===== src/rtl/clock_set_ctrl_if.sv =====
// Set/edit bus between the front-panel controller (master) and the time/date core + display (slave).
// Carries live time/date back to the controller and set flags, hold, load strobes and edit values out.
interface clock_set_ctrl_if;
   logic [4:0]  hour_in;
   logic [5:0]  min_in;
   logic [5:0]  sec_in;
   logic [5:0]  day_in;
   logic [3:0]  month_in;
   logic [11:0] year_in;

   logic        mode_date;
   logic        set_sec;
   logic        set_min;
   logic        set_hour;
   logic        set_day;
   logic        set_month;
   logic        set_year;
   logic        hold;
   logic        ld_time;
   logic        ld_date;
   logic [4:0]  hour_out;
   logic [5:0]  min_out;
   logic [5:0]  sec_out;
   logic [5:0]  day_out;
   logic [3:0]  month_out;
   logic [11:0] year_out;

   modport master (
      input  hour_in, min_in, sec_in, day_in, month_in, year_in,
      output mode_date, set_sec, set_min, set_hour, set_day, set_month, set_year,
      output hold, ld_time, ld_date,
      output hour_out, min_out, sec_out, day_out, month_out, year_out
   );

   modport slave (
      output hour_in, min_in, sec_in, day_in, month_in, year_in,
      input  mode_date, set_sec, set_min, set_hour, set_day, set_month, set_year,
      input  hold, ld_time, ld_date,
      input  hour_out, min_out, sec_out, day_out, month_out, year_out
   );
endinterface


===== src/rtl/clock_set_ctrl.sv =====
// Front-panel controller: key debounce, field-select FSM, snapshot editing with load strobes.
// Optional AUTO_REPEAT_EN: held inc/dec keys repeat after REP_DELAY, then every REP_PERIOD cycles.
module clock_set_ctrl #(
   parameter int DEB_CYCLES = 1000000,
   parameter int REP_DELAY  = 25000000,
   parameter int REP_PERIOD = 5000000,
   parameter int YEAR_MIN   = 0,
   parameter int YEAR_MAX   = 2999
) (
   input  logic clk,
   input  logic rst_n,
   input  logic key_mode_n,
   input  logic key_sel_n,
   input  logic key_inc_n,
   input  logic key_dec_n,
   clock_set_ctrl_if.master bus
);

   localparam int DCW = (DEB_CYCLES > 1) ? $clog2(DEB_CYCLES + 1) : 1;
   localparam logic [11:0] Y_MIN = 12'(YEAR_MIN);
   localparam logic [11:0] Y_MAX = 12'(YEAR_MAX);

   generate
      if (YEAR_MAX > 4095 || YEAR_MIN > YEAR_MAX || DEB_CYCLES < 1 ||
          REP_DELAY < 1 || REP_PERIOD < 1) begin : g_bad_params
         $error("clock_set_ctrl: illegal parameter combination");
      end
   endgenerate

   typedef enum logic [2:0] {
      IDLE, S_SEC, S_MIN, S_HOUR, S_DAY, S_MONTH, S_YEAR
   } state_t;

   // Key order: 0 mode, 1 sel, 2 inc, 3 dec.
   logic [3:0] key_raw_n;
   logic [3:0] key_press;
   logic [1:0] incdec_lvl;
   assign key_raw_n = {key_dec_n, key_inc_n, key_sel_n, key_mode_n};

   generate
      for (genvar gi = 0; gi < 4; gi++) begin : g_deb
         logic [1:0]     sync_reg;
         logic           lvl_reg;
         logic [DCW-1:0] cnt_reg;
         logic           press_reg;

         // A press is only the accepted released->pressed transition.
         always_ff @(posedge clk or negedge rst_n) begin
            if (!rst_n) begin
               sync_reg  <= 2'b11;
               lvl_reg   <= 1'b1;
               cnt_reg   <= '0;
               press_reg <= 1'b0;
            end else begin
               sync_reg  <= {sync_reg[0], key_raw_n[gi]};
               press_reg <= 1'b0;
               if (sync_reg[1] == lvl_reg) begin
                  cnt_reg <= '0;
               end else if (cnt_reg == DCW'(DEB_CYCLES - 1)) begin
                  cnt_reg   <= '0;
                  lvl_reg   <= sync_reg[1];
                  press_reg <= lvl_reg;
               end else begin
                  cnt_reg <= cnt_reg + DCW'(1);
               end
            end
         end

         assign key_press[gi] = press_reg;
         if (gi >= 2) begin : g_lvl
            assign incdec_lvl[gi-2] = lvl_reg;
         end
      end
   endgenerate

   state_t      state_reg, state_next;
   logic        mode_reg, mode_next;
   logic        ld_time_reg, ld_time_next;
   logic        ld_date_reg, ld_date_next;
   logic [4:0]  hour_reg, hour_next;
   logic [5:0]  min_reg, min_next;
   logic [5:0]  sec_reg, sec_next;
   logic [5:0]  day_reg, day_next;
   logic [3:0]  month_reg, month_next;
   logic [11:0] year_reg, year_next;
   logic        inc_ev, dec_ev, step_up, step_dn;

`ifdef AUTO_REPEAT_EN
   localparam int REP_MAX = (REP_DELAY > REP_PERIOD) ? REP_DELAY : REP_PERIOD;
   localparam int RCW     = $clog2(REP_MAX + 1);

   logic [1:0]     rep_key_reg;
   logic           rep_fast_reg;
   logic [RCW-1:0] rep_cnt_reg;
   logic           rep_held, rep_due;

   assign rep_held = (rep_key_reg & ~incdec_lvl) != 2'b00;
   assign rep_due  = rep_fast_reg ? (rep_cnt_reg == RCW'(REP_PERIOD))
                                  : (rep_cnt_reg == RCW'(REP_DELAY));
   assign inc_ev   = key_press[2] | (rep_held & rep_due & rep_key_reg[0]);
   assign dec_ev   = key_press[3] | (rep_held & rep_due & rep_key_reg[1]);

   // Repeat tracks the key pressed alone in an edit state; any state change cancels it.
   always_ff @(posedge clk or negedge rst_n) begin
      if (!rst_n) begin
         rep_key_reg  <= 2'b00;
         rep_fast_reg <= 1'b0;
         rep_cnt_reg  <= '0;
      end else if (state_reg != IDLE && !key_press[1] && (key_press[2] ^ key_press[3])) begin
         rep_key_reg  <= key_press[3:2];
         rep_fast_reg <= 1'b0;
         rep_cnt_reg  <= RCW'(1);
      end else if (state_next != state_reg || !rep_held) begin
         rep_key_reg  <= 2'b00;
         rep_fast_reg <= 1'b0;
         rep_cnt_reg  <= '0;
      end else if (rep_due) begin
         rep_fast_reg <= 1'b1;
         rep_cnt_reg  <= RCW'(1);
      end else begin
         rep_cnt_reg <= rep_cnt_reg + RCW'(1);
      end
   end
`else
   logic unused_lvl;
   assign unused_lvl = ^incdec_lvl;
   assign inc_ev     = key_press[2];
   assign dec_ev     = key_press[3];
`endif

   assign step_up = inc_ev & ~dec_ev;
   assign step_dn = dec_ev & ~inc_ev;

   function automatic logic is_leap(input logic [11:0] y);
      return (y[1:0] == 2'b00) && (((y % 12'd100) != 12'd0) || ((y % 12'd400) == 12'd0));
   endfunction

   function automatic logic [5:0] max_day(input logic [3:0] m, input logic [11:0] y);
      case (m)
         4'd2:                      return is_leap(y) ? 6'd29 : 6'd28;
         4'd4, 4'd6, 4'd9, 4'd11:   return 6'd30;
         default:                   return 6'd31;
      endcase
   endfunction

   always_comb begin
      state_next   = state_reg;
      mode_next    = mode_reg;
      ld_time_next = 1'b0;
      ld_date_next = 1'b0;
      hour_next    = hour_reg;
      min_next     = min_reg;
      sec_next     = sec_reg;
      day_next     = day_reg;
      month_next   = month_reg;
      year_next    = year_reg;

      if (state_reg == IDLE) begin
         if (key_press[1]) begin
            state_next = mode_reg ? S_DAY : S_SEC;
            hour_next  = bus.hour_in;
            min_next   = bus.min_in;
            sec_next   = bus.sec_in;
            day_next   = bus.day_in;
            month_next = bus.month_in;
            year_next  = bus.year_in;
         end else if (key_press[0]) begin
            mode_next = ~mode_reg;
         end
      end else if (key_press[1]) begin
         case (state_reg)
            S_SEC:   state_next = S_MIN;
            S_MIN:   state_next = S_HOUR;
            S_DAY:   state_next = S_MONTH;
            S_MONTH: state_next = S_YEAR;
            default: state_next = IDLE;
         endcase
      end else if (step_up || step_dn) begin
         case (state_reg)
            S_SEC: begin
               sec_next = step_up ? ((sec_reg >= 6'd59) ? 6'd0 : sec_reg + 6'd1)
                                  : ((sec_reg == 6'd0) ? 6'd59 : sec_reg - 6'd1);
               ld_time_next = 1'b1;
            end
            S_MIN: begin
               min_next = step_up ? ((min_reg >= 6'd59) ? 6'd0 : min_reg + 6'd1)
                                  : ((min_reg == 6'd0) ? 6'd59 : min_reg - 6'd1);
               ld_time_next = 1'b1;
            end
            S_HOUR: begin
               hour_next = step_up ? ((hour_reg >= 5'd23) ? 5'd0 : hour_reg + 5'd1)
                                   : ((hour_reg == 5'd0) ? 5'd23 : hour_reg - 5'd1);
               ld_time_next = 1'b1;
            end
            S_DAY: begin
               day_next = step_up ? ((day_reg >= max_day(month_reg, year_reg)) ? 6'd1 : day_reg + 6'd1)
                                  : ((day_reg <= 6'd1) ? max_day(month_reg, year_reg) : day_reg - 6'd1);
               ld_date_next = 1'b1;
            end
            S_MONTH: begin
               month_next = step_up ? ((month_reg >= 4'd12) ? 4'd1 : month_reg + 4'd1)
                                    : ((month_reg <= 4'd1) ? 4'd12 : month_reg - 4'd1);
               if (day_reg > max_day(month_next, year_reg))
                  day_next = max_day(month_next, year_reg);
               ld_date_next = 1'b1;
            end
            default: begin
               year_next = step_up ? ((year_reg >= Y_MAX) ? Y_MIN : year_reg + 12'd1)
                                   : ((year_reg <= Y_MIN) ? Y_MAX : year_reg - 12'd1);
               if (day_reg > max_day(month_reg, year_next))
                  day_next = max_day(month_reg, year_next);
               ld_date_next = 1'b1;
            end
         endcase
      end
   end

   always_ff @(posedge clk or negedge rst_n) begin
      if (!rst_n) begin
         state_reg   <= IDLE;
         mode_reg    <= 1'b0;
         ld_time_reg <= 1'b0;
         ld_date_reg <= 1'b0;
         hour_reg    <= 5'd0;
         min_reg     <= 6'd0;
         sec_reg     <= 6'd0;
         day_reg     <= 6'd1;
         month_reg   <= 4'd1;
         year_reg    <= Y_MIN;
      end else begin
         state_reg   <= state_next;
         mode_reg    <= mode_next;
         ld_time_reg <= ld_time_next;
         ld_date_reg <= ld_date_next;
         hour_reg    <= hour_next;
         min_reg     <= min_next;
         sec_reg     <= sec_next;
         day_reg     <= day_next;
         month_reg   <= month_next;
         year_reg    <= year_next;
      end
   end

   assign bus.mode_date = mode_reg;
   assign bus.set_sec   = (state_reg == S_SEC);
   assign bus.set_min   = (state_reg == S_MIN);
   assign bus.set_hour  = (state_reg == S_HOUR);
   assign bus.set_day   = (state_reg == S_DAY);
   assign bus.set_month = (state_reg == S_MONTH);
   assign bus.set_year  = (state_reg == S_YEAR);
   assign bus.hold      = (state_reg != IDLE);
   assign bus.ld_time   = ld_time_reg;
   assign bus.ld_date   = ld_date_reg;
   assign bus.hour_out  = hour_reg;
   assign bus.min_out   = min_reg;
   assign bus.sec_out   = sec_reg;
   assign bus.day_out   = day_reg;
   assign bus.month_out = month_reg;
   assign bus.year_out  = year_reg;

endmodule


===== src/flat_wrapper.sv =====
// flat-port wrapper written by rule: the top's interface ports become plain ports
module clock_set_ctrl_flat 
#(
   parameter int DEB_CYCLES = 1000000,
   parameter int REP_DELAY  = 25000000,
   parameter int REP_PERIOD = 5000000,
   parameter int YEAR_MIN   = 0,
   parameter int YEAR_MAX   = 2999
)
  (clk, rst_n, key_mode_n, key_sel_n, key_inc_n, key_dec_n, bus_hour_in, bus_min_in, bus_sec_in, bus_day_in, bus_month_in, bus_year_in, bus_mode_date, bus_set_sec, bus_set_min, bus_set_hour, bus_set_day, bus_set_month, bus_set_year, bus_hold, bus_ld_time, bus_ld_date, bus_hour_out, bus_min_out, bus_sec_out, bus_day_out, bus_month_out, bus_year_out);
  clock_set_ctrl_if bus_i ();
  input  logic clk;
  input  logic rst_n;
  input  logic key_mode_n;
  input  logic key_sel_n;
  input  logic key_inc_n;
  input  logic key_dec_n;
  input wire logic [$bits(bus_i.hour_in)-1:0] bus_hour_in;
  input wire logic [$bits(bus_i.min_in)-1:0] bus_min_in;
  input wire logic [$bits(bus_i.sec_in)-1:0] bus_sec_in;
  input wire logic [$bits(bus_i.day_in)-1:0] bus_day_in;
  input wire logic [$bits(bus_i.month_in)-1:0] bus_month_in;
  input wire logic [$bits(bus_i.year_in)-1:0] bus_year_in;
  output wire logic [$bits(bus_i.mode_date)-1:0] bus_mode_date;
  output wire logic [$bits(bus_i.set_sec)-1:0] bus_set_sec;
  output wire logic [$bits(bus_i.set_min)-1:0] bus_set_min;
  output wire logic [$bits(bus_i.set_hour)-1:0] bus_set_hour;
  output wire logic [$bits(bus_i.set_day)-1:0] bus_set_day;
  output wire logic [$bits(bus_i.set_month)-1:0] bus_set_month;
  output wire logic [$bits(bus_i.set_year)-1:0] bus_set_year;
  output wire logic [$bits(bus_i.hold)-1:0] bus_hold;
  output wire logic [$bits(bus_i.ld_time)-1:0] bus_ld_time;
  output wire logic [$bits(bus_i.ld_date)-1:0] bus_ld_date;
  output wire logic [$bits(bus_i.hour_out)-1:0] bus_hour_out;
  output wire logic [$bits(bus_i.min_out)-1:0] bus_min_out;
  output wire logic [$bits(bus_i.sec_out)-1:0] bus_sec_out;
  output wire logic [$bits(bus_i.day_out)-1:0] bus_day_out;
  output wire logic [$bits(bus_i.month_out)-1:0] bus_month_out;
  output wire logic [$bits(bus_i.year_out)-1:0] bus_year_out;
  assign bus_i.hour_in = bus_hour_in;
  assign bus_i.min_in = bus_min_in;
  assign bus_i.sec_in = bus_sec_in;
  assign bus_i.day_in = bus_day_in;
  assign bus_i.month_in = bus_month_in;
  assign bus_i.year_in = bus_year_in;
  assign bus_mode_date = bus_i.mode_date;
  assign bus_set_sec = bus_i.set_sec;
  assign bus_set_min = bus_i.set_min;
  assign bus_set_hour = bus_i.set_hour;
  assign bus_set_day = bus_i.set_day;
  assign bus_set_month = bus_i.set_month;
  assign bus_set_year = bus_i.set_year;
  assign bus_hold = bus_i.hold;
  assign bus_ld_time = bus_i.ld_time;
  assign bus_ld_date = bus_i.ld_date;
  assign bus_hour_out = bus_i.hour_out;
  assign bus_min_out = bus_i.min_out;
  assign bus_sec_out = bus_i.sec_out;
  assign bus_day_out = bus_i.day_out;
  assign bus_month_out = bus_i.month_out;
  assign bus_year_out = bus_i.year_out;
  clock_set_ctrl #(.DEB_CYCLES(DEB_CYCLES), .REP_DELAY(REP_DELAY), .REP_PERIOD(REP_PERIOD), .YEAR_MIN(YEAR_MIN), .YEAR_MAX(YEAR_MAX)) u_core (.clk(clk), .rst_n(rst_n), .key_mode_n(key_mode_n), .key_sel_n(key_sel_n), .key_inc_n(key_inc_n), .key_dec_n(key_dec_n), .bus(bus_i));
endmodule

===== config.mk =====
export PLATFORM = sky130hd
export DESIGN_NAME = clock_set_ctrl_flat
export DESIGN_NICKNAME = d
export VERILOG_FILES = /design/src/rtl/clock_set_ctrl_if.sv /design/src/rtl/clock_set_ctrl.sv /design/src/flat_wrapper.sv
export SDC_FILE = /design/constraint.sdc
export NUM_CORES = 1
export LEC_CHECK = 0
export ABC_CLOCK_PERIOD_IN_PS = 5400
export CORE_ASPECT_RATIO = 0.5
export CORE_MARGIN = 4
export CORE_UTILIZATION = 45
export CTS_BUF_LIST = sky130_fd_sc_hd__clkbuf_8
export DETAILED_ROUTE_END_ITERATION = 10
export HOLD_SLACK_MARGIN = 0.15
export PLACE_DENSITY = 0.65
export SLEW_MARGIN = 5
export SYNTH_ARGS = -nofsm -noshare
export SYNTH_HDL_FRONTEND = slang
export SYNTH_SLANG_ARGS = --single-unit

===== constraint.sdc =====
create_clock -name clk -period 5.4 [get_ports clk]
set_input_delay 1.08 -clock clk [delete_from_list [all_inputs] [get_ports clk]]
set_output_delay 1.08 -clock clk [all_outputs]
set_load 0.01 [all_outputs]

### Word level (Yosys, flattened, before mapping)

Cells that the tools add are included.

* add/sub/neg operators: 16
* divide/modulo/power cells: 4
* $lt $le $gt $ge: 11
* eq/ne operators: 29
* multiplexer cells: 96
* bitwise gates (word level): 10
* reductions and logical operators: 37

Operator list (count)
* $mux 6: 37
* $mux 20: 8
* $mux 12: 8
* $add 20x1->20 const B: 4
* $eq 20x20->1 const B: 4
* $mux 5: 8
* $pmux 6 s2: 3
* $mux 4: 8
* $logic_not 12->1: 2
* $mod 12x7->12 const B: 2
* $mod 12x9->12 const B: 2
* $reduce_bool 12->1: 2
* $reduce_and 4->1: 5
* $add 6x1->6 const B: 3
* $mux 1: 18
* $pmux 6 s3: 1
* $sub 6x1->6 const B: 3
* $eq 4x3->1 const B: 4
* $eq 4x4->1 const B: 4
* $add 12x1->12 const B: 1
* $ge 12x12->1 const B: 1
* $ge 6x6->1 const B: 2
* $gt 6x6->1: 2
* $le 12x1->1 const B: 1
* other kinds (37): 70

* flip-flop bits (word level): 141
* input port bits: 45
* output and inout port bits: 49
* word-level logic and storage cells: 229

### Depth between registers and ports, before layout

Gate-level depths: netlist of the first run.

* depth in word-level cells: 19
* mapped depth: 33
* gate-level depth less buffers: 29

### Worst setup path before layout of the first run

Ideal clock, no wire load.

* kind: register -> register
* from: register u_core.year_reg[0], in the netlist u_core.bus.year_out[0]
* to: register u_core.day_reg[2], in the netlist u_core.bus.day_out[2]
* library setup time: 118 ps
* data arrival time: 5929 ps
* required time: 5282 ps
* path slack: -647 ps
* cell stages (with the launch flop): 30
* path buffers: 4
* clock period less this slack: 6047 ps
* cells stage by stage: dfrtp_1 -> inv_1 -> ha_1 -> nor4b_4 -> a31oi_1 -> a221o_1 -> and2_1 -> buf_6 -> a2111oi_4 -> o21ai_1 -> nand3_2 -> mux2i_2 -> buf_6 -> o21ba_1 -> or3_1 -> buf_2 -> a211o_1 -> o211a_2 -> nor4b_2 -> mux2i_1 -> a211oi_2 -> nor3_1 -> ha_1 -> a211oi_1 -> a21oi_1 -> nor2_1 -> o31ai_1 -> clkbuf_1 -> a21oi_1 -> a21o_1

* word-level cells in the longest chain between the ends: 17
* elaborated cells between the ends (all ways): 50
* classes of those cells: add/sub (2); div (4); order compare (5); eq/ne (1); mux (26); reduce/logical (12)

Ends and longest elaborated chain
* from (decl): RTL line clock_set_ctrl.sv:85 `logic [11:0] year_reg, year_next;`
* from (signal assigned): RTL line clock_set_ctrl.sv:240 `year_reg <= year_next;`
* branches (longest 17 deep; another with $sub 12x1->12)
* to (signal assigned): RTL line clock_set_ctrl.sv:238 `day_reg <= day_next;`
* to (decl): RTL line clock_set_ctrl.sv:83 `logic [5:0] day_reg, day_next;`

Parallel ways; which one is timed is not known. The select of a mux whose other input is x is not followed.
A chain may end at the register's enable or synchronous reset.

### Final worst setup path of the first run

* from: register u_core.year_reg[9], in the netlist u_core.bus.year_out[9]
* to: register u_core.day_reg[0], in the netlist u_core.bus.day_out[0]

The elaborated chain is that of the path after synthesis.

==> summary.md, run 1 <==
| Metric | Value |
|---|---|
| Fin area | `0.01414 mm²` |
| Clock Path Buffers | `2` |
| Status | `complete, but fails checks` |
| Sink Count | `141` |
| Final Max Tran Viols | `0` |
| Mapped Area | `0.01094 mm²` |
| Worst slew pin tran | `0.9955 ns` |
| Antenna cells | `0` |
| Worst relative slew slack | `33.63%` |
| R2r startpoint | `u_core.bus.year_out[9]` |
| DIE WIDTH | `228.5 µm` |
| Total grt overflow | `0` |
| Most common cell on crit path | `buf_4` |
| Largest net degree at the start of global routing | `101` |
| Yosys reg bits | `141` |
| Post-route DRC violation count | `0` |
| Post-synth EDFFs | `0` |
| DR iter-0 viols | `885` |
| Clock skew | `0.02538 ns` |
| 1st-pass router iterations | `5` |
| Io pins | `94` |
| Skew-Pair Late Insertion Delay | `0.49 ns` |
| Syn_nets | `1,422` |
| Placement Cell Area | `0.01330 mm²` |
| Distinct cells, synth | `100` |
| Worst EP required | `5.83 ns` |
| Most common cell after layout, fill and taps aside | `buf_4` |
| GR Util met3 | `3.300%` |
| Fin crit period | `6.115 ns` |
| Ys flop type | `dfrtp_1` |
| Vias in the first global route | `10,696` |
| DIE HEIGHT | `118.3 µm` |
| Failing checks | `negative setup slack` |
| Nets@finish | `1,650` |
| Final count of negative-setup-slack endpoints | `6` |
| Total negative slack | `-3.912 ns` |
| Initial Utilization | `45.65%` |
| Clock-pin transition on the worst setup and hold timing paths | `0.11 ns` |
| Synth area leaders | `dfrtp_1 29%, nor2_1 5.4%, a21oi_1 4.8%` |
| Busiest grt layer | `met2` |
| Final Hold Vio Count | `0` |
| Final core utilization | `58.99%` |
| Final HPWL DP | `23,220 µm` |
| WHS Endpoint | `u_core.g_deb[0].sync_reg[1]` |
| Antenna violations before repair | `0` |
| Peak VDD IR | `0.0001449 V` |
| Core area | `0.02397 mm²` |
| Ys async rst share | `100.0%` |
| Crit path max-delay family | `compound AO/OA/AOI/OAI gates` |
| Crit share post-route | `113.2%` |
| Final Power | `1.990 mW` |
| Warnings, synthesis | `0` |
| Met2 Use GR | `39.63%` |
| # rows | `40` |
| Worst Hold Class | `reg -> reg` |
| Fmax | `163.5 MHz` |
| Min-delay src | `u_core.g_deb[0].sync_reg[0]` |
| Post-synth top area cell | `dfrtp_1` |
| CP max stage delay | `0.57 ns` |
| Final wirelength | `32,420 µm` |
| Die Footprint | `0.02703 mm²` |
| P per Cell Area | `140.7 mW/mm²` |
| Most frequent cells in the layout | `196 x buf_4, 155 x nor2_1, 125 x nand2_1` |
| FF-to-FF End | `u_core.bus.day_out[0]` |
| WP buf/inv | `4` |
| Arrival @ worst endpoint | `6.54 ns` |
| RSZ-0062 raised after global routing | `yes` |
| Hold Crit Depth | `0` |
| Area share of the largest cell type after synthesis | `29.04%` |
| Routed len/inst | `17.04 µm` |
| PnR worst setup slack | `-0.7149 ns` |
| Pleak | `5.886 nW` |
| Average vias per placed instance | `5.842` |
| Area Growth Syn to Fin | `29.22%` |
| Max reg flops | `80` |
| Post-route ant nets | `0` |
| Total number of vias | `11,117` |
| CTS tree | `done` |
| Layout cell share with drive strength beyond 1 | `22.42%` |
| H-tree Lvls | `4` |
| Root Driver | `clkbuf_8` |
| Cells on worst reg2reg path | `28` |
| Synthesized area per cell | `8.125 µm²` |
| All-Layer GR Usage | `23.33%` |
| Setup crit end kind | `register` |
| Sequential element share of the synthesized area | `32.40%` |
| Startpoint types | `register` |
| Max Cap Viol | `0` |
| Grt met1 use | `30.35%` |
| Routability cong. | `0.9651` |
| CTS Buf Count | `17` |
| Cell count after synthesis | `1,347` |
| Worst reg-to-reg setup slack | `-0.71 ns` |
| PortBufs | `93` |
| Slowest cell on crit path | `or4_4` |
| Kind of critical path | `reg -> reg` |
| Crit path max fanout | `8` |
| First-pass GRT wire length | `53,000 µm` |
cells in the mapped netlist (all sizes together) (14+ instances only):
cell,number
nor2,157
nand2,129
dfrtp,127
a21oi,106
nand3,83
o21ai,81
inv,49
xor2,48
clkbuf,46
xnor2,46
buf,36
nor3,36
and3,33
ha,30
o211ai,20
or3,20
a211oi,18
a31oi,16
mux2,15
mux2i,15
nand4,15
dfstp,14
metal layers:
metal | vias up | part of all wire [%]
met4 | 0 | 2.3
met3 | 56 | 4.2
li1 | 5355 | -
met5 | - | 0
met2 | 283 | 49
met1 | 5423 | 45
per-stage QoR:
step                cells  hold WS (ns)  worst slack (ns)
global placement     1846        0.3471           -0.6597
finish               1903        0.3606           -0.7149
global route         1903        0.3625            -1.039
detailed placement   1846        0.3495           -0.8170
floorplan            1347        0.3452           -0.3622
CTS                  1895        0.3608           -0.6626
where the power goes:
part	total [mW]	internal, mW	switching [mW]
Sequential	1.08	1.07	0.00885
Combinational	0.0864	0.0397	0.0468
Clock	0.827	0.333	0.494
final cells by class:
| cell class | instances | area, µm² |
|---|---|---|
| fill | 2127 | 9831 |
| multi-input combinational | 1075 | 7222 |
| sequential | 141 | 3556 |
| timing repair buffer | 291 | 2426 |
| tap | 315 | 394.1 |
| clock buffer | 17 | 234.0 |
| inverter | 49 | 183.9 |
| clock inverter | 15 | 126.4 |
kinds of logic after synthesis:
family | count (synthesis) | share of synthesized area, %
AND/OR/NAND/NOR | 551 | 25.15
AO/OA/AOI/OAI | 369 | 23.38
flip-flops | 141 | 32.40
buffers and inverters | 131 | 4.973
XOR/XNOR | 94 | 7.591
adder cells (fa/ha/maj) | 31 | 3.521
multiplexers | 30 | 2.984
how the worst max path moves through the flow:
stage	from	endpoint	slack [ns]	cells after the start
after CTS	u_core.bus.year_out[9]	u_core.bus.day_out[2]	-0.66	27
after global placement	u_core.bus.year_out[8]	u_core.bus.day_out[0]	-0.66	27
after global routing	u_core.bus.year_out[9]	u_core.bus.day_out[2]	-1.04	28
after floorplan	u_core.bus.year_out[5]	u_core.bus.day_out[0]	-0.36	27
after detailed placement	u_core.bus.year_out[7]	u_core.bus.day_out[0]	-0.82	27
final	u_core.bus.year_out[9]	u_core.bus.day_out[0]	-0.71	28
what timing repair did:
item,4_1_cts,5_1_grt
pin swaps,24,15
hold buffers,0,0
endpoints found under the setup margin,6,6
gates resized for setup,23,38
cloned,0,1
setup buffers,17,7
(Power assumes the default switching activity.)
==> run 2, diff against run 1 <==
CORE_MARGIN = 2   (was 4)
REMOVE_ABC_BUFFERS = 1   (was default)
==> summary.md, run 2 (synthesis gave the netlist of run 1 again) <==
| Metric | Value |
|---|---|
| Nets@finish | `1,695` |
| Placement Cell Area | `0.01339 mm²` |
| Worst slew pin tran | `1.089 ns` |
| Flop pwr share | `53.9%` |
| All-Layer GR Usage | `26.00%` |
| Internal | `1.455 mW` |
| Cts-stage hold buffer count | `0` |
| Average vias per placed instance | `5.793` |
| H-tree Lvls | `4` |
| Final HPWL DP | `24,060 µm` |
| Antenna cells | `0` |
| Clock skew | `0.01718 ns` |
| Fin area | `0.01457 mm²` |
| 1st-pass router iterations | `5` |
| Startpoint types | `register` |
| PnR worst setup slack | `-0.7739 ns` |
| # rows | `40` |
| Kind of critical path | `reg -> reg` |
| Core area | `0.02392 mm²` |
| Peak VDD IR | `0.0001615 V` |
| Clock Path Buffers | `2` |
| Arrival @ worst endpoint | `6.59 ns` |
| Critical Path End | `u_core.bus.day_out[0]` |
| Layout cell share with drive strength beyond 1 | `25.66%` |
| Largest net degree at the start of global routing | `87` |
| Final count of negative-setup-slack endpoints | `6` |
| RSZ-0062 raised after global routing | `yes` |
| Non-filler cells, final | `1,948` |
| Routed len/inst | `17.15 µm` |
| First-pass GRT wire length | `53,810 µm` |
| Clock-pin transition on the worst setup and hold timing paths | `0.10 ns` |
| Clock power frac | `41.8%` |
| Failing checks | `negative setup slack` |
| Setup crit end kind | `register` |
| Root Driver | `clkbuf_8` |
| DIE HEIGHT | `114.3 µm` |
| P per Cell Area | `137.2 mW/mm²` |
| Max Cap Viol | `0` |
| Final Power | `1.998 mW` |
| Cells on worst reg2reg path | `28` |
| Pleak | `6.123 nW` |
| Logic pwr share | `4.3%` |
| Fin crit period | `6.174 ns` |
| FF-to-FF End | `u_core.bus.day_out[0]` |
| Die Footprint | `0.02566 mm²` |
| Area Growth Syn to Fin | `33.09%` |
| Status | `complete, but fails checks` |
| Worst reg-to-reg setup slack | `-0.77 ns` |
| Worst Hold Class | `reg -> reg` |
| PortBufs | `93` |
| Most frequent cells in the layout | `230 x buf_4, 152 x nor2_1, 124 x nand2_1` |
| Slowest cell on crit path | `dfrtp_2` |
| Total grt overflow | `0` |
| Worst relative slew slack | `27.40%` |
| CP max stage delay | `0.46 ns` |
| Io pins | `94` |
| Antenna violations before repair | `0` |
| Worst EP required | `5.81 ns` |
| Final Max Tran Viols | `0` |
| DIE WIDTH | `224.5 µm` |
| Switching part of the total | `27.17%` |
| Fmax | `162.0 MHz` |
| Crit share post-route | `114.3%` |
| Max reg flops | `80` |
| Crit path max fanout | `8` |
| Sink Count | `141` |
| Post-route ant nets | `0` |
| Sw Pwr | `0.5431 mW` |
| CTS tree | `done` |
| R2r startpoint | `u_core.bus.year_out[0]` |
| DR iter-0 viols | `1,121` |
| Routability cong. | `0.9365` |
| Most common cell after layout, fill and taps aside | `buf_4` |
| Initial Utilization | `45.75%` |
| CTS Buf Count | `17` |
| Skew-Pair Late Insertion Delay | `0.48 ns` |
| Final wirelength | `33,400 µm` |
| Hold Crit Depth | `0` |
| Final Hold Vio Count | `0` |
| Post-Place Cells | `1,869` |
| Post-route DRC violation count | `0` |
| Vias in the first global route | `10,760` |
| Total number of vias | `11,285` |
| Crit path from | `u_core.bus.year_out[0]` |
## run 2: critical path, delay by kind of cell, from the launching register on
kind | cells | cell delay (ns)
compound gates | 13 | 2.73
simple gates | 7 | 1.42
mux | 3 | 0.67
flops | 1 | 0.46
fa+ha+maj | 2 | 0.43
buf+inv | 3 | 0.40
## run 2: timing repair
item | CTS | global route
endpoints found under the setup margin | 6 | 6
resized for setup | 59 | 46
pin swaps | 26 | 24
gates cloned | 1 | 1
buffers inserted | 25 | 20
## run 2: final cells by class
type                    instances  area [µm²]
well taps                     315       394.1
repair buffers                336        2801
flip-flops and latches        141        3561
multi-input cells            1075        7249
fillers                      2094        9358
clock buffers                  18       247.7
clock inverters                14       127.6
inverters                      49       183.9
## run 2: per-layer routing
layer	vias to the layer above	routed length (µm)	GRT usage, %
met4	0	709	9.227
met1	5461	15180	33.98
met2	304	16190	44.05
met5	-	0	0
met3	57	1322	4.157
li1	5463	-	-
## run 2: power by group through the flow
stage,combinational [mW],clock (mW),sequential [mW]
floorplan,0.0237,0,1.10
global placement,0.0866,0,1.10
detailed placement,0.0879,0,1.10
CTS,0.0883,0.855,1.08
global route,0.0961,0.901,1.08
finish,0.0855,0.836,1.08
## run 2: worst min path at each step
stage / to / start / slack [ns]
2_1_floorplan: u_core.g_deb[0].sync_reg[1] / u_core.g_deb[0].sync_reg[0] / 0.35
3_3_place_gp: u_core.g_deb[3].sync_reg[1] / u_core.g_deb[3].sync_reg[0] / 0.35
3_5_place_dp: u_core.g_deb[1].sync_reg[1] / u_core.g_deb[1].sync_reg[0] / 0.35
4_1_cts: u_core.g_deb[1].sync_reg[1] / u_core.g_deb[1].sync_reg[0] / 0.36
5_1_grt: u_core.g_deb[1].sync_reg[1] / u_core.g_deb[1].sync_reg[0] / 0.37
6_report: u_core.g_deb[1].sync_reg[1] / u_core.g_deb[1].sync_reg[0] / 0.36
## run 2: metrics by stage
| step | utilization (%) | hold slack [ns] | setup slack [ns] | setup TNS (ns) |
|---|---|---|---|---|
| CTS | 59.46 | 0.3608 | -0.6184 | -3.067 |
| global placement | 55.96 | 0.3501 | -0.7707 | -4.210 |
| finish | 60.88 | 0.3592 | -0.7739 | -3.960 |
| detailed placement | 55.96 | 0.3495 | -0.9811 | -5.005 |
| floorplan | - | 0.3452 | -1.796 | -10.11 |
| global route | 60.88 | 0.3660 | -1.137 | -6.237 |
==> run 3, diff against run 2 <==
DONT_BUFFER_PORTS = 1   (was default)
PLACE_DENSITY = 0.6   (was 0.65)
SLEW_MARGIN = 10   (was 5)
==> summary.md, run 3 (synthesis gave the netlist of run 1 again) <==
| Metric | Value |
|---|---|
| Cells on worst reg2reg path | `28` |
| First-pass GRT wire length | `53,180 µm` |
| Flop pwr share | `52.5%` |
| Most common cell after layout, fill and taps aside | `buf_4` |
| Area Growth Syn to Fin | `23.99%` |
| Cts-stage hold buffer count | `0` |
| Total number of vias | `10,892` |
| Fin crit period | `6.154 ns` |
| Pleak | `5.698 nW` |
| WP buf/inv | `6` |
| Clock-pin transition on the worst setup and hold timing paths | `0.11 ns` |
| Initial Utilization | `45.75%` |
| Antenna cells | `0` |
| Post-route ant nets | `0` |
| 1st-pass router iterations | `5` |
| Clock Path Buffers | `2` |
| PortBufs | `0` |
| Startpoint types | `register` |
| Core area | `0.02392 mm²` |
| Total grt overflow | `0` |
| Routed len/inst | `17.70 µm` |
| Worst Hold Class | `in -> async` |
| Status | `complete, but fails checks` |
| RSZ-0062 raised after global routing | `yes` |
| Max Cap Viol | `0` |
| Setup crit end kind | `register` |
| Io pins | `94` |
| Final wirelength | `32,450 µm` |
| Sink Count | `141` |
| Final Hold Vio Count | `0` |
| Nets@finish | `1,580` |
| Crit path max fanout | `7` |
| Worst relative slew slack | `39.69%` |
| Internal | `1.480 mW` |
| Clock skew | `0.02634 ns` |
| Skew-Pair Late Insertion Delay | `0.50 ns` |
| H-tree Lvls | `4` |
| Largest net degree at the start of global routing | `142` |
| PnR worst setup slack | `-0.7544 ns` |
| Worst EP required | `5.79 ns` |
| Final Max Tran Viols | `0` |
| Routability cong. | `0.9499` |
| DIE WIDTH | `224.5 µm` |
| Root Driver | `clkbuf_8` |
| Most common cell on crit path | `buf_4` |
| Final HPWL DP | `22,690 µm` |
| Switching part of the total | `27.96%` |
| CP max stage delay | `0.60 ns` |
| All-Layer GR Usage | `25.44%` |
| Peak VDD IR | `0.0002067 V` |
| P per Cell Area | `151.4 mW/mm²` |
| Worst hold slack | `0.2901 ns` |
| Sw Pwr | `0.5742 mW` |
| Crit share post-route | `114.0%` |
| Crit path max-delay family | `compound AO/OA/AOI/OAI gates` |
| Antenna violations before repair | `0` |
| Fmax | `162.5 MHz` |
| Die Footprint | `0.02566 mm²` |
| Kind of critical path | `reg -> reg` |
| Vias in the first global route | `10,447` |
| # rows | `40` |
| Logic pwr share | `1.5%` |
| Slowest cell on crit path | `or4_4` |
| Crit path from | `u_core.bus.year_out[3]` |
| CTS tree | `done` |
| Most frequent cells in the layout | `207 x buf_4, 156 x nor2_1, 126 x nand2_1` |
| Final count of negative-setup-slack endpoints | `6` |
| Critical Path End | `u_core.bus.day_out[2]` |
| Worst slew pin tran | `0.9046 ns` |
| Layout cell share with drive strength beyond 1 | `25.10%` |
| Total negative slack | `-4.079 ns` |
| Fillers | `2,153` |
| Arrival @ worst endpoint | `6.54 ns` |
| Stages on worst setup path | `28` |
| Fin area | `0.01357 mm²` |
| Average vias per placed instance | `5.942` |
| Failing checks | `negative setup slack` |
| Max reg flops | `80` |
| FF-to-FF End | `u_core.bus.day_out[2]` |
| CTS Buf Count | `17` |
| Worst reg-to-reg setup slack | `-0.75 ns` |
| Clock power frac | `46.0%` |
| DIE HEIGHT | `114.3 µm` |
| Placement Cell Area | `0.01239 mm²` |
| DR iter-0 viols | `957` |
| R2r startpoint | `u_core.bus.year_out[3]` |
| Post-route DRC violation count | `0` |
==> run 3: cell types whose count changed in the layout (fill, tap and decap cells not counted), moves of 4 or more <==
| cell | change |
|---|---|
| clkdlybuf4s50_1 | -92 |
| nor2_1 | +4 |
| mux2i_2 | -5 |
| buf_4 | -23 |
| nor2_2 | -4 |
| a21oi_2 | -4 |
| dfrtp_2 | -4 |
| dfrtp_1 | +4 |
==> run 3: through the flow <==
stage | power [mW] | std cells | worst slack, ns | util [%]
after floorplan | 1.119 | 1265 | -1.796 | -
after global placement | 1.127 | 1766 | -0.8349 | 51.80
after detailed placement | 1.129 | 1766 | -0.9879 | 51.80
after CTS | 2.074 | 1821 | -0.5942 | 55.66
after global routing | 2.117 | 1833 | -0.9924 | 56.72
final | 2.054 | 1833 | -0.7544 | 56.72
==> run 3: power by group through the flow <==
stage / clock [mW] / combinational, mW / sequential (mW)
finish: 0.946 / 0.0308 / 1.08
global route: 1.00 / 0.0355 / 1.08
CTS: 0.965 / 0.0312 / 1.08
detailed placement: 0 / 0.0309 / 1.10
global placement: 0 / 0.0301 / 1.10
floorplan: 0 / 0.0237 / 1.10
==> run 3: final cells by class <==
cell class / instances / area (µm²) / area share, %
tap: 315 / 394.1 / 2.905
inverter: 49 / 183.9 / 1.355
sequential: 141 / 3556 / 26.21
clock inverter: 15 / 191.4 / 1.411
timing repair buffer: 221 / 1742 / 12.84
multi-input combinational: 1075 / 7268 / 53.56
clock buffer: 17 / 234.0 / 1.724
==> run 3: routing by layer <==
metal | vias up | part of all wire [%] | routed length (µm) | GRT usage [%]
met4 | 0 | 1.7 | 554 | 8.389
met2 | 295 | 48 | 15540 | 42.70
li1 | 5228 | - | - | -
met5 | - | 0 | 0 | 0
met3 | 49 | 4.3 | 1398 | 3.644
met1 | 5320 | 46 | 14960 | 34.08
==> run 3: worst reg2reg max path: cells and delay by family, from the launching register on <==
family                   cells  cell delay [ns]
AO/OA/AOI/OAI               14             2.76
buffers and inverters        6             0.95
multiplexers                 1             0.12
AND/OR/NAND/NOR              6             1.47
flip-flops                   1             0.42
adder cells (fa/ha/maj)      1             0.33
==> run 3: how the worst min path moves through the flow <==
| stage | from | to | cells past startpoint |
|---|---|---|---|
| floorplan | u_core.g_deb[0].sync_reg[0] | u_core.g_deb[0].sync_reg[1] | 0 |
| global placement | u_core.g_deb[2].sync_reg[0] | u_core.g_deb[2].sync_reg[1] | 0 |
| detailed placement | u_core.g_deb[2].sync_reg[0] | u_core.g_deb[2].sync_reg[1] | 0 |
| CTS | rst_n | u_core.bus.hour_out[0] | 0 |
| global route | rst_n | u_core.g_deb[2].cnt_reg[6] | 0 |
| finish | rst_n | u_core.g_deb[3].cnt_reg[7] | 0 |
==> run 3: what timing repair did <==
| action | in CTS | in global routing |
|---|---|---|
| resized for setup | 61 | 37 |
| hold endpoints to repair | 0 | 0 |
| buffers inserted | 24 | 12 |
| setup endpoints to repair | 6 | 6 |
| pin swaps | 39 | 13 |
==> variant 1, RTL diff (settings of run 3) <==
Build with the macro `AUTO_REPEAT_EN` defined.
--- a/src/rtl/clock_set_ctrl.sv
+++ b/src/rtl/clock_set_ctrl.sv
@@ -1,5 +1,7 @@
 // Front-panel controller: key debounce, field-select FSM, snapshot editing with load strobes.
 // Optional AUTO_REPEAT_EN: held inc/dec keys repeat after REP_DELAY, then every REP_PERIOD cycles.
+`define AUTO_REPEAT_EN
+
 module clock_set_ctrl #(
    parameter int DEB_CYCLES = 1000000,
    parameter int REP_DELAY  = 25000000,
Check against the original RTL: same outputs for any inputs over 10 cycles, from zero or initial values and one cycle with rst_n low; that may be too few to reach the edited logic, so the function may still have changed.
==> variant 1 against run 3 <==
The run still ends with setup timing left. Utilization shrank 0.95 points. Sequential cell count grew 28. Cell area is 13% higher. Via count increased by 12%. Area after synthesis rose by 14%. Synthesized cell count rose by 14%. Global-route usage shrank 1.1 points. Total power grew 12%. Clock power grew 3.2%. Worst setup slack got worse by 370 ps. Count of clock-buffer cells in the layout stayed put. Routed wire length is 7.8% higher. Worst hold slack worse by 15 ps. Critical path type unchanged. Largest power group unchanged.
==> variant 1: results <==
group,metric,value,unit
run_status,status,"finished, violations left",
run_status,failed_checks,"setup timing",
global_route,antenna_found_initial,1,
logic_synthesis,ys_seq_area_share,33.97,%
global_route,grt.total_usage,24.29,%
placed_design,dp.cells,2076,
placed_design,hpwl,25.09,mm
final_layout,fillers,2504,
hold_path,hp-class,"input pin to asynchronous set/reset pin",
detailed_routing,drt-met1-wl,15.97,mm
worst_setup_path,ff2ff_path_depth,33,
final_layout,finalNetCount,1808,
logic_synthesis,syn_avg_cell_area,8.113,um2
placed_design,place_congestion,0.9404,
pwr,vdd_ir_drop_max,0.1265,mV
worst_setup_path,r2r_setup_slack,-1120,ps
worst_setup_path,crit_path_max_incr_delay,410,ps
pwr,p_leak,6.596,nW
global_route,grtUsageMet1,31.75,%
placed_design,postPlaceCellArea,0.01443,mm2
logic_synthesis,yosys-top-cells-count,"nor2_1, dfrtp_1, nand2_1",
detailed_routing,wl,34.97,mm
pwr,powerDensity,150.3,mW/mm2
detailed_routing,avgRoutedWirePerCell,16.44,um
worst_setup_path,timing.rr.end,"u_core.bus.day_out[3]$_DFFE_PN0P_",
timing,skew,18.04,ps
pwr,clock_power_share,42.4,%
timing,fin_hold_ws,275.5,ps
global_route,grt_max_degree,170,
worst_setup_path,arrival,6920,ps
cts,clk_latency,500,ps
detailed_routing,dr.first_iter.drc_count,880,
logic_synthesis,synth.area.top_cells,"dfrtp_1, nor2_1, a21oi_1, nand2_1, xor2_1",
cts,cts-resized-gates,48,
timing,max_slew.worst_pin.slew,966.7,ps
worst_setup_path,cp_max_fo,8,
logic_synthesis,ys_types,105,
placed_design,port_buffers,0,
timing,finalSetupViolations,6,
global_route,globalRouteMet3Util,3.694,%
pwr,seq_power_share,55.9,%
detailed_routing,viasPerCell,5.745,
detailed_routing,wl_met3,1.415,mm
pwr,swShare,25.13,%
cts,post-cts-setup-buffer-count,14,
global_route,grt_pass1_vias,11720,
detailed_routing,wl_met2,16.77,mm
timing,setup_tns,-6352,ps
worst_setup_path,cpMaxStageDelayCell,"or3_4",
final_layout,drive_above_1_share,22.94,%
placed_design,post-place-ws,-1455,ps
global_route,grtUsageMet2,41.14,%
timing,setup_slack,-1124,ps
global_route,grt_pass1_wl,58.04,mm
[variant 1: cell count changes after synthesis, moves of 10 or more]
cell and delta:
nor2_1 +43, dfrtp_1 +28, nand2_1 +19, o21ai_0 +19, xor2_1 +15, nand4_1 +11
nor4_1 +10
[variant 1: cell families (layout without fill, tap and decap cells)]
group / after synthesis / count (layout) / synth area share [%]
AO/OA/AOI/OAI: 423 / 423 / 23.05
XOR/XNOR: 111 / 111 / 7.836
adder cells (fa/ha/maj): 33 / 33 / 3.283
buffers and inverters: 129 / 332 / 4.323
flip-flops: 169 / 169 / 33.97
multiplexers: 16 / 16 / 1.361
other: 0 / 1 / 0
AND/OR/NAND/NOR: 660 / 660 / 26.18
[variant 1: cell type report]
type	instances	area, um2	share of cell area (%)
Tap cell	382	478.0	3.117
Sequential cell	169	4247	27.69
Antenna cell	1	2.502	0.01632
Clock inverter	15	185.2	1.208
Clock buffer	17	234.0	1.526
Inverter	46	172.7	1.126
Multi-Input combinational cell	1243	8051	52.51
Timing Repair Buffer	254	1963	12.80
==> variant 2, RTL diff (settings of run 3) <==
Made on the original files. Encoding of `state_t`: now one-hot (7 bits for 7 states).
--- a/src/rtl/clock_set_ctrl.sv
+++ b/src/rtl/clock_set_ctrl.sv
@@ -27,8 +27,8 @@
       end
    endgenerate
 
-   typedef enum logic [2:0] {
-      IDLE, S_SEC, S_MIN, S_HOUR, S_DAY, S_MONTH, S_YEAR
+   typedef enum logic [6:0] {
+      IDLE = 7'b0000001, S_SEC = 7'b0000010, S_MIN = 7'b0000100, S_HOUR = 7'b0001000, S_DAY = 7'b0010000, S_MONTH = 7'b0100000, S_YEAR = 7'b1000000
    } state_t;
 
    // Key order: 0 mode, 1 sel, 2 inc, 3 dec.
Formal check against the unedited RTL: same outputs for any inputs over 10 cycles, from zero or initial values and one cycle with rst_n low; not proved beyond that.
==> variant 2 against run 3 <==
The run still ends with setup timing left. Worst setup slack got worse by 130 ps. Cell area is 2.1% higher. Cell count increased by 1.7%. Total power down 2.1%. Count of clock-buffer cells in the layout grew 2. Synthesized cell count increased by 0.52%. Area after synthesis increased by 2.4%. Routed wire length is 3.3% higher. Sequential cell count up 4.
==> variant 2: results <==
group,metric,value,unit
global_route,grt_max_degree,146,
worst_setup_path,crit_path_max_incr_delay,510,ps
detailed_routing,avgRoutedWirePerCell,17.97,um
final_layout,multi_input_area_share,53.47,%
timing,setup_tns,-4737,ps
final_layout,clock_buffers,19,
timing,slew_headroom,24.61,%
final_layout,finalNetCount,1591,
final_layout,seq_area_share,26.36,%
final_layout,clock_area_share,2.819,%
run_status,status,"finished, violations left",
logic_synthesis,yosysTopAreaCellShare,29.03,%
final_layout,n_all_inverters,47,
timing,fin_hold_ws,294.1,ps
placed_design,dp.cells,1811,
timing,finalSetupViolations,6,
timing,setup_slack,-880.0,ps
detailed_routing,vias,10980,
logic_synthesis,synth.area.top_cells,"dfrtp_1, nor2_1, xnor2_1, a21oi_1, nand2_1",
detailed_routing,wl_met3,1.528,mm
worst_setup_path,arrival,6670,ps
detailed_routing,firstDrtPassIters,6,
pwr,vdd_ir_drop_max,0.1548,mV
placed_design,postPlaceCellArea,0.01283,mm2
run_status,failed_checks,"setup timing",
global_route,grtUsageMet2,42.91,%
detailed_routing,drt-met1-wl,15.89,mm
logic_synthesis,syn_avg_cell_area,8.275,um2
global_route,globalRouteMet3Util,4.260,%
logic_synthesis,ys_types,105,
logic_synthesis,yosys-top-cells-count,"nor2_1, dfrtp_1, nand2_1",
worst_setup_path,critical_path.startpoint,"u_core.bus.year_out[8]$_DFFE_PN0P_",
worst_setup_path,cp-endpoint,"u_core.bus.day_out[0]$_DFFE_PN1P_",
worst_setup_path,crit_family,"simple AND/OR/NAND/NOR gates",
final_layout,finalInstanceArea,0.01385,mm2
final_layout,n_all_buffers,230,
final_layout,fillers,2265,
detailed_routing,wl_met2,15.64,mm
floorplan,core_area,0.02422,mm2
placed_design,hpwl,24.19,mm
global_route,grt_pass1_vias,10350,
logic_synthesis,ys_seq_area_share,32.55,%
final_layout,nonClkBufAreaFrac,13.05,%
pwr,p_leak,6.018,nW
final_layout,drive_above_1_share,25.70,%
global_route,grt.total_usage,25.83,%
detailed_routing,dr.first_iter.drc_count,1083,
logic_synthesis,ys_seq_elements,145,
global_route,grt_pass1_wl,54.12,mm
-- variant 2: cell types whose count changed after synthesis, moves of 5 or more --
cell      change
nand2_1      -22
nor2_1       +16
xnor2_1      +12
a21oi_1       -8
o211ai_1      +8
and4_1        -6
and2_1        -5
clkbuf_1      +5
o31ai_1       -5
-- variant 2: what timing repair did --
item	4_1_cts	5_1_grt
gates cloned	0	0
gates resized for setup	72	25
hold buffers	0	0
pin swaps	24	16
buffers inserted	14	9
setup endpoints to repair	6	6
-- variant 2: cells by family after synthesis --
| kind of cell | count (synthesis) | synth area share (%) |
|---|---|---|
| buf+inv | 134 | 5.159 |
| fa+ha+maj | 30 | 3.350 |
| xor+xnor | 101 | 7.895 |
| compound gates | 379 | 24.22 |
| mux | 25 | 2.490 |
| simple gates | 540 | 24.33 |
| flops | 145 | 32.55 |
-- variant 2: report_power, final --
part / switching [W] / total (W) / internal [W]
sequential: 0.00000897 / 0.00111 / 0.00110
clock: 0.000482 / 0.000879 / 0.000398
combinational: 0.0000150 / 0.0000236 / 0.00000860
